[src/rtl/fir_pkg.sv]
// ----------------------------------------------------------------------------
// fir_pkg
// Shared definitions for the FIR moving-average run controller: sequencer
// state encoding, display page codes, sample counter width and the page
// rotation helper.
// ----------------------------------------------------------------------------
package fir_pkg;

    localparam int SAMPLE_CNT_W = 36;

    typedef enum logic [2:0] {
        S_IDLE = 3'd0,
        S_WAIT = 3'd1,
        S_STEP = 3'd2,
        S_AVG  = 3'd3,
        S_CONV = 3'd4
    } fir_state_e;

    localparam logic [1:0] PAGE_BLANK = 2'd0;
    localparam logic [1:0] PAGE_HI    = 2'd1;
    localparam logic [1:0] PAGE_MID   = 2'd2;
    localparam logic [1:0] PAGE_LO    = 2'd3;

    // Display rotation order: blank, high digits, middle digits, low digits.
    function automatic logic [1:0] next_page(input logic [1:0] cur);
        logic [1:0] nxt;
        case (cur)
            PAGE_BLANK: nxt = PAGE_HI;
            PAGE_HI:    nxt = PAGE_MID;
            PAGE_MID:   nxt = PAGE_LO;
            PAGE_LO:    nxt = PAGE_BLANK;
            default:    nxt = PAGE_BLANK;
        endcase
        return nxt;
    endfunction

endpackage

[src/rtl/fir_run_controller_btn_debounce.sv]
// ----------------------------------------------------------------------------
// btn_debounce
// Synchronises the raw active-low push button, filters it with a stability
// counter and emits a one-cycle press pulse on each accepted high->low edge.
//
// Ports:
//   i_clk    - clock, rising edge
//   i_rst_n  - asynchronous active-low reset
//   i_btn_n  - raw button, low = pressed, asynchronous to i_clk
//   o_press  - registered one-cycle pulse per accepted press
// ----------------------------------------------------------------------------
module btn_debounce
    import fir_pkg::*;
#(
    parameter int DEBOUNCE = 500_000
) (
    input  logic i_clk,
    input  logic i_rst_n,
    input  logic i_btn_n,
    output logic o_press
);

    localparam int CW = $clog2(DEBOUNCE + 1);

    logic          r_sync1;
    logic          r_sync2;
    logic          r_level;
    logic [CW-1:0] r_cnt;
    logic          r_press;

    // Two-flop synchroniser, stability counter and press edge detection.
    always_ff @(posedge i_clk or negedge i_rst_n) begin
        if (!i_rst_n) begin
            r_sync1 <= 1'b1;
            r_sync2 <= 1'b1;
            r_level <= 1'b1;
            r_cnt   <= '0;
            r_press <= 1'b0;
        end else begin
            r_sync1 <= i_btn_n;
            r_sync2 <= r_sync1;
            r_press <= 1'b0;
            if (r_sync2 == r_level) begin
                // Any sample equal to the accepted level restarts the run.
                r_cnt <= '0;
            end else if (r_cnt == CW'(DEBOUNCE - 1)) begin
                // This is the DEBOUNCE-th consecutive differing sample.
                r_level <= r_sync2;
                r_cnt   <= '0;
                r_press <= r_level & ~r_sync2;
            end else begin
                r_cnt <= r_cnt + CW'(1);
            end
        end
    end

    assign o_press = r_press;

endmodule

[src/rtl/fir_run_controller.sv]
// ----------------------------------------------------------------------------
// fir_run_controller
// Run/stop sequencer for the FIR moving-average demo. A debounced button
// toggles the run; while running, a divided tick launches one sample through
// LFSR -> moving average -> BCD conversion with a start/done handshake on the
// converter. Completed samples are counted and the display page rotates
// freely.
//
// Ports:
//   CLOCK_50      - sole clock, rising edge
//   reset_n       - asynchronous active-low reset
//   toggle_btn_n  - raw run/stop button, low = pressed
//   conv_done     - one-cycle pulse from the BCD converter
//   running       - datapath enable
//   dp_clr        - one-cycle datapath clear on start
//   lfsr_step     - one-cycle LFSR advance
//   avg_step      - one-cycle moving-average update
//   conv_start    - one-cycle BCD conversion start
//   busy          - sample in flight (lfsr_step until conv_done accepted)
//   sample_count  - completed samples since last start
//   page          - display page (blank / hi / mid / lo digits)
//   overrun       - sticky: a tick was dropped because a sample was busy
// ----------------------------------------------------------------------------
module fir_run_controller
    import fir_pkg::*;
#(
    parameter int SAMPLE_DIV = 5_000_000,
    parameter int PAGE_DIV   = 50_000_000,
    parameter int DEBOUNCE   = 500_000
) (
    input  logic                    CLOCK_50,
    input  logic                    reset_n,
    input  logic                    toggle_btn_n,
    input  logic                    conv_done,
    output logic                    running,
    output logic                    dp_clr,
    output logic                    lfsr_step,
    output logic                    avg_step,
    output logic                    conv_start,
    output logic                    busy,
    output logic [SAMPLE_CNT_W-1:0] sample_count,
    output logic [1:0]              page,
    output logic                    overrun
);

    localparam int SDW = $clog2(SAMPLE_DIV);
    localparam int PDW = $clog2(PAGE_DIV);

    fir_state_e              r_state;
    logic                    r_running;
    logic                    r_stop_pend;
    logic                    r_busy;
    logic                    r_dp_clr;
    logic                    r_lfsr_step;
    logic                    r_avg_step;
    logic                    r_conv_start;
    logic [SAMPLE_CNT_W-1:0] r_sample_count;
    logic                    r_overrun;
    logic [SDW-1:0]          r_sample_div;
    logic [PDW-1:0]          r_page_div;
    logic [1:0]              r_page;

    logic w_press;
    logic w_start;
    logic w_tick;

    btn_debounce #(
        .DEBOUNCE (DEBOUNCE)
    ) u_btn (
        .i_clk   (CLOCK_50),
        .i_rst_n (reset_n),
        .i_btn_n (toggle_btn_n),
        .o_press (w_press)
    );

    assign w_start = w_press & (r_state == S_IDLE);
    assign w_tick  = r_running & (r_sample_div == SDW'(SAMPLE_DIV - 1));

    // Sample pacing divider: counts only while running, restarts on start.
    always_ff @(posedge CLOCK_50 or negedge reset_n) begin
        if (!reset_n) begin
            r_sample_div <= '0;
        end else if (!r_running || w_start || w_tick) begin
            r_sample_div <= '0;
        end else begin
            r_sample_div <= r_sample_div + SDW'(1);
        end
    end

    // Free-running page rotation; realigned to blank on every start.
    always_ff @(posedge CLOCK_50 or negedge reset_n) begin
        if (!reset_n) begin
            r_page_div <= '0;
            r_page     <= PAGE_BLANK;
        end else if (w_start) begin
            r_page_div <= '0;
            r_page     <= PAGE_BLANK;
        end else if (r_page_div == PDW'(PAGE_DIV - 1)) begin
            r_page_div <= '0;
            r_page     <= next_page(r_page);
        end else begin
            r_page_div <= r_page_div + PDW'(1);
        end
    end

    // Run/stop sequencer with registered step pulses, counter and overrun flag.
    always_ff @(posedge CLOCK_50 or negedge reset_n) begin
        if (!reset_n) begin
            r_state        <= S_IDLE;
            r_running      <= 1'b0;
            r_stop_pend    <= 1'b0;
            r_busy         <= 1'b0;
            r_dp_clr       <= 1'b0;
            r_lfsr_step    <= 1'b0;
            r_avg_step     <= 1'b0;
            r_conv_start   <= 1'b0;
            r_sample_count <= '0;
            r_overrun      <= 1'b0;
        end else begin
            r_dp_clr     <= 1'b0;
            r_lfsr_step  <= 1'b0;
            r_avg_step   <= 1'b0;
            r_conv_start <= 1'b0;
            // A tick can only be taken in S_WAIT, where busy is already low.
            if (w_tick && r_busy) begin
                r_overrun <= 1'b1;
            end
            case (r_state)
                S_IDLE: begin
                    if (w_press) begin
                        r_state        <= S_WAIT;
                        r_running      <= 1'b1;
                        r_dp_clr       <= 1'b1;
                        r_sample_count <= '0;
                        r_overrun      <= 1'b0;
                        r_stop_pend    <= 1'b0;
                    end
                end
                S_WAIT: begin
                    // A stop press beats a simultaneous tick.
                    if (w_press) begin
                        r_state   <= S_IDLE;
                        r_running <= 1'b0;
                    end else if (w_tick) begin
                        r_state     <= S_STEP;
                        r_lfsr_step <= 1'b1;
                        r_busy      <= 1'b1;
                    end
                end
                S_STEP: begin
                    r_state    <= S_AVG;
                    r_avg_step <= 1'b1;
                    if (w_press) begin
                        r_stop_pend <= 1'b1;
                    end
                end
                S_AVG: begin
                    r_state      <= S_CONV;
                    r_conv_start <= 1'b1;
                    if (w_press) begin
                        r_stop_pend <= 1'b1;
                    end
                end
                S_CONV: begin
                    if (conv_done) begin
                        r_sample_count <= r_sample_count + SAMPLE_CNT_W'(1);
                        r_busy         <= 1'b0;
                        // A press landing with conv_done is still a stop.
                        if (r_stop_pend || w_press) begin
                            r_state     <= S_IDLE;
                            r_running   <= 1'b0;
                            r_stop_pend <= 1'b0;
                        end else begin
                            r_state <= S_WAIT;
                        end
                    end else if (w_press) begin
                        r_stop_pend <= 1'b1;
                    end
                end
                default: begin
                    r_state     <= S_IDLE;
                    r_running   <= 1'b0;
                    r_busy      <= 1'b0;
                    r_stop_pend <= 1'b0;
                end
            endcase
        end
    end

    assign running      = r_running;
    assign dp_clr       = r_dp_clr;
    assign lfsr_step    = r_lfsr_step;
    assign avg_step     = r_avg_step;
    assign conv_start   = r_conv_start;
    assign busy         = r_busy;
    assign sample_count = r_sample_count;
    assign page         = r_page;
    assign overrun      = r_overrun;

endmodule

[config.mk]
export PLATFORM = sky130hd
export DESIGN_NAME = fir_run_controller
export DESIGN_NICKNAME = d
export VERILOG_FILES = /design/src/rtl/fir_pkg.sv /design/src/rtl/fir_run_controller_btn_debounce.sv /design/src/rtl/fir_run_controller.sv
export SDC_FILE = /design/constraint.sdc
export NUM_CORES = 1
export LEC_CHECK = 0
export ABC_AREA = 1
export CAP_MARGIN = 20
export CORE_MARGIN = 5
export CORE_UTILIZATION = 45
export DETAILED_ROUTE_END_ITERATION = 10
export HOLD_SLACK_MARGIN = 0.05
export PLACE_DENSITY_LB_ADDON = 0.12
export SLEW_MARGIN = 30
export SYNTH_ARGS = -nofsm -noshare
export SYNTH_HDL_FRONTEND = slang
export SYNTH_SLANG_ARGS = --single-unit
[constraint.sdc]
create_clock -name CLOCK_50 -period 2 [get_ports CLOCK_50]
set_input_delay 0.6 -clock CLOCK_50 [delete_from_list [all_inputs] [get_ports CLOCK_50]]
set_output_delay 0.6 -clock CLOCK_50 [all_outputs]
set_load 0.05 [all_outputs]
==> results of run 1 <==
-- power breakdown --
part	internal (mW)	switching, mW
logic	0.238	0.499
clock network	1.87	1.17
registers	2.52	0.0695
-- what timing repair did --
item,4_1_cts,5_1_grt
endpoints found under the hold margin,1,0
setup endpoints to repair,0,2
gates resized for setup,0,1
hold buffers,1,0
-- kinds of logic after synthesis --
group	count (synthesis)	synth area share
buffers and inverters	135	0.0790
xor gates and xnor gates	26	0.0333
and+or+nand+nor	590	0.376
DFF	121	0.444
AOI/OAI and AO/OA	68	0.0537
adders and majority gates	8	0.0147
-- worst max-delay path, stage by stage, from the launching register on --
cell and delay, ns:
dfrtp_1 0.42, buf_4 0.18, buf_12 0.15
-- area by class of cell --
class	instances	area, um2	area share
clock buffer	18	439	0.0533
timing repair buffer	72	661	0.0802
tap	188	235	0.0286
clock inverter	14	148	0.0179
sequential	121	3030	0.368
inverter	122	458	0.0556
multi-input combinational	692	3260	0.396
-- sequential cells by signal, summed over array words and instances, names as in the netlist --
register       flops
overrun            1
u_btn.r_cnt       19
lfsr_step          1
u_btn.r_level      1
r_sample_div      23
r_state            3
busy               1
sample_count      36
avg_step           1
u_btn.r_sync1      1
r_stop_pend        1
u_btn.o_press      1
conv_start         1
dp_clr             1
running            1
r_page_div        26
page               2
u_btn.r_sync2      1
-- metrics by stage --
stage	std cells	setup TNS, ns
after floorplan	948	0
final	1227	0
after CTS	1227	0
after global placement	1194	-1.21
after detailed placement	1194	-1.98
after global routing	1227	0
-- cell usage after synthesis, drive strengths merged (2+ instances only) --
master / count / area (um2)
a31oi: 7 / 43.8
a21oi: 29 / 145
inv: 122 / 458
nand2: 228 / 871
nor2: 226 / 928
nand3b: 2 / 15.0
o21ai: 25 / 125
nand4: 31 / 194
xnor2: 4 / 35.0
o21bai: 3 / 22.5
xor2: 22 / 193
clkbuf: 2 / 8.75
nand3: 62 / 333
dfrtp: 118 / 2950
nor3: 33 / 165
dfstp: 3 / 78.8
nor3b: 5 / 37.5
buf: 11 / 72.6
ha: 8 / 100
-- worst paths after layout --
kind	startpoint	to	slack, ns	cells past startpoint
min reg2reg	u_btn.r_sync1	u_btn.r_sync2	0.36	0
min in group asynchronous	reset_n	u_btn.r_cnt[0]	0.51	2
max reg2reg	u_btn.r_cnt[0]	u_btn.r_cnt[16]	0.27	8
min	u_btn.r_sync1	u_btn.r_sync2	0.36	0
max in group asynchronous	reset_n	u_btn.r_sync2	0.95	3
max	sample_count[23]	sample_count[23]	0.22	2
-- per-layer routing --
metal | share of wire | wire, um | up-vias | GRT usage
li1 | - | - | 3166 | -
met1 | 0.48 | 7920 | 2824 | 0.267
met2 | 0.46 | 7520 | 117 | 0.311
met3 | 0.039 | 643 | 23 | 0.0480
met4 | 0.019 | 316 | 0 | 0.0697
met5 | 0 | 0 | - | 0
==> flow_metrics.tcl, run 1 <==
set metrics [dict create \
    fin_skew_ns 0.00695 \
    hp-class "reg2reg" \
    avgRoutedWirePerCell_um 13.4 \
    cts-root-buf "clkbuf_16" \
    leakagePower_nw 3.83 \
    port_buffers 48 \
    hpwl_um 12100 \
    clock.fmax_mhz 563 \
    grt_max_degree 64 \
    ys_ff_latch 121 \
    period_share 0.889 \
    die_area_um2 17700 \
    fin_nets 1038 \
    core.rowCount 45 \
    drt_pass1_iterations 5 \
    end_kind "output port" \
    dp_slack_ns -0.156 \
    cts_buffers 17 \
    irDropWorstVdd_mv 0.628 \
    synth_seq_area_share 0.444 \
    routed_via_density 5.00 \
    start_util 0.454 \
    holdWs_ns 0.356 \
    grt_setup_unrepaired "no" \
    cts_setup_buffers 0 \
    path_max_fanout 4 \
    placedInstanceArea_um2 7630 \
    clockBufferDepth 2 \
    drive_above_1_share 0.131 \
    tightest_slew_ns 0.538 \
    grt_pass1_wl_um 28500 \
    setup_viol 0 \
    async_flop_share 1.00 \
    cts.sinks 121 \
    h-tree-depth 4 \
    clk_pin_slew_ns 0.06 \
    die-height_um 133 \
    antennaDiodeCount 0 \
    cts_tree "done" \
    grt_antenna_before_repair 0 \
    grt_usage 0.197 \
    area_growth_pct 20.6 \
    yosysWarnings 0 \
    power_density_nw_per_um2 773 \
    insertion_delay_ns 0.43 \
    most-common-layout-cells "nand2_1, nor2_1, inv_1" \
    critical_path_class "reg2out" \
    vias 6130 \
    dieWidth_um 133 \
    io_pins 49 \
    final_core_util 0.548 \
    avgSynthCellArea_um2 7.20 \
    ant_nets 0 \
    drc 0 \
    grt_pass1_vias 5900 \
    nFillCells 1452 \
    slew-limit-headroom 0.639 \
    overflow 0 \
    synth_ff_type "dfrtp_1" \
    syn_inst 948 \
    power_mw 6.37 \
    slew_viol_final 0 \
    routed_wirelength_um 16400 \
    synthDistinctLibCells 37 \
    netlist_area_um2 6830 \
    worst_slack_ns 0.222 \
    drt_iter0_drc 402 \
    critPathArrivalTime_ns 1.18 \
    worstPathRequired_ns 1.40 \
    stdcell_area_um2 8230 \
    core_area_um2 15000 \
    place.gp.congestion 0.870 \
    outcome "finished, final reports clean" \
    synth_edf_count 0 \
    final_hold_viol_count 0 \
    final_common_cell "nand2_1" \
    fin_crit_ns 1.78 \
    crit_path_start_kind "flop" \
    maxCapViolations 0 \
    syn_nets 960 \
]
Note: power is estimated with default switching activity, not from simulation.
==> run 2, diff against run 1 <==
==> constraint.sdc (replaced) <==
create_clock -name CLOCK_50 -period 2 [get_ports CLOCK_50]
set_input_delay 0.2 -clock CLOCK_50 [delete_from_list [all_inputs] [get_ports CLOCK_50]]
set_output_delay 0.2 -clock CLOCK_50 [all_outputs]
set_load 0.05 [all_outputs]
==> run 2 against run 1 <==
  * Clock skew is 0.00068 ns higher
  * Critical path depth is 1 lower
  * Die area stayed put
  * Critical path type unchanged
  * Critical endpoint is now sample_count[2]
  * Largest cell class unchanged
  * Highest routed layer unchanged
==> flow_metrics.tcl, run 2 (synthesis gave the netlist of run 1 again) <==
set metrics [dict create \
    hp-class "in2reg" \
    clk_pin_slew_ns 0.05 \
    critPathArrivalTime_ns 1.74 \
    crit_path_start_kind "flop" \
    clock.fmax_mhz 516 \
    hpwl_um 11700 \
    clockBufferDepth 2 \
    setup_viol 0 \
    instances_no_fill 1219 \
    cts_tree "done" \
    slew_viol_final 0 \
    placedInstanceArea_um2 7600 \
    dpl.cell_count 1186 \
    path_cells "clkdlybuf4s50_1" \
    maxCapViolations 0 \
    reg2reg_slack_ns 0.25 \
    io_pins 49 \
    slew-limit-headroom 0.572 \
    ant_nets 0 \
    final_hold_viol_count 0 \
    worst_path_max_delay_cell "clkdlybuf4s50_1" \
    stdcell_area_um2 8240 \
    grt_antenna_before_repair 0 \
    fin_crit_ns 1.94 \
    place.gp.congestion 0.865 \
    cts_setup_buffers 0 \
    drive_above_1_share 0.0795 \
    routed_via_density 5.04 \
    most-common-layout-cells "nand2_1, nor2_1, inv_1" \
    grt_pass1_wl_um 28200 \
    grt_max_degree 122 \
    fin_skew_ns 0.00762 \
    routed_wirelength_um 16400 \
    largest_reg_flops 36 \
    end_kind "output port" \
    drt_iter0_drc 340 \
    final_common_cell "nand2_1" \
    die_area_um2 17700 \
    cts-root-buf "clkbuf_16" \
    grt_usage 0.194 \
    tightest_slew_ns 0.642 \
    fin_nets 1030 \
    leakagePower_nw 3.76 \
    power_density_nw_per_um2 790 \
    critical_path_class "reg2out" \
    cts_buffers 17 \
    slowest_delay_ns 0.86 \
    area_growth_pct 20.6 \
    avgRoutedWirePerCell_um 13.4 \
    cp.buffers_inverters 1 \
    start_util 0.454 \
    insertion_delay_ns 0.42 \
    period_share 0.969 \
    core_area_um2 15000 \
    cts.sinks 121 \
    die-height_um 133 \
    port_buffers 48 \
    drt_pass1_iterations 5 \
    worstPathRequired_ns 1.80 \
    h-tree-depth 4 \
    critical-path-top-delay-family "buffers and inverters" \
    tns_ns 0 \
    holdWs_ns 0.188 \
    antennaDiodeCount 0 \
    core.rowCount 45 \
    overflow 0 \
    vias 6141 \
    grt_pass1_vias 5958 \
    grt_setup_unrepaired "no" \
    dieWidth_um 133 \
    drc 0 \
    path_max_fanout 6 \
    irDropWorstVdd_mv 0.588 \
    outcome "finished, final reports clean" \
]
[run 2: cell types whose count changed in the layout (fill, tap and decap cells not counted), sizes merged]
cell | previous run | this run
inv | 124 | 123
bufinv | 2 | 4
clkbuf | 18 | 19
dlymetal6s2s | 0 | 3
clkdlybuf4s50 | 2 | 43
clkinvlp | 2 | 1
clkinv | 8 | 7
dlygate4sd2 | 0 | 1
buf | 69 | 16
[run 2: power by group]
group / internal, mW / leakage [nW] / switching (mW) / total [mW]
combinational: 0.226 / 1.80 / 0.474 / 0.699
sequential: 2.52 / 1.66 / 0.0717 / 2.59
clock: 2.11 / 0.307 / 1.11 / 3.22
total: 4.85 / 3.76 / 1.66 / 6.51
[run 2: repair_timing]
| action | in CTS | in global routing |
|---|---|---|
| hold buffers | 1 | 0 |
| gates cloned | 0 | 0 |
| setup endpoints to repair | 1 | 5 |
| resized for setup | 1 | 4 |
| hold endpoints to repair | 118 | 0 |
[run 2: cell type report]
type / count / area (um2)
Fill cell: 1449 / 6800
Multi-Input combinational cell: 692 / 3260
Sequential cell: 121 / 3030
Timing Repair Buffer: 64 / 632
Inverter: 122 / 458
Clock buffer: 19 / 443
Tap cell: 188 / 235
Clock inverter: 13 / 175
[run 2: path summary, 6_finish.rpt]
path                                 startpoint               end  depth (start not counted)
worst min-delay path               toggle_btn_n     u_btn.r_sync1                          1
worst min register to register    u_btn.r_sync1     u_btn.r_sync2                          0
max in group asynchronous               reset_n  sample_count[19]                          3
min in group asynchronous               reset_n    u_btn.r_cnt[0]                          3
worst max register to register  sample_count[1]  sample_count[30]                          9
worst max-delay path            sample_count[2]   sample_count[2]                          1
[run 2: per-stage QoR]
step | setup WS, ns | utilization | power, mW
6_report | 0.0629 | 0.548 | 6.51
5_1_grt | 0.0233 | 0.548 | 6.78
2_1_floorplan | 0.200 | - | 3.07
3_3_place_gp | 0.198 | 0.506 | 3.34
3_5_place_dp | 0.158 | 0.506 | 3.34
4_1_cts | 0.0135 | 0.547 | 6.58
[run 2: layer usage]
| layer | global-route usage | routed length (um) | up-vias |
|---|---|---|---|
| met5 | 0 | 0 | - |
| met4 | 0.0754 | 298 | 0 |
| met3 | 0.0412 | 675 | 26 |
| met2 | 0.309 | 7640 | 128 |
| met1 | 0.262 | 7740 | 2846 |
| li1 | - | - | 3141 |
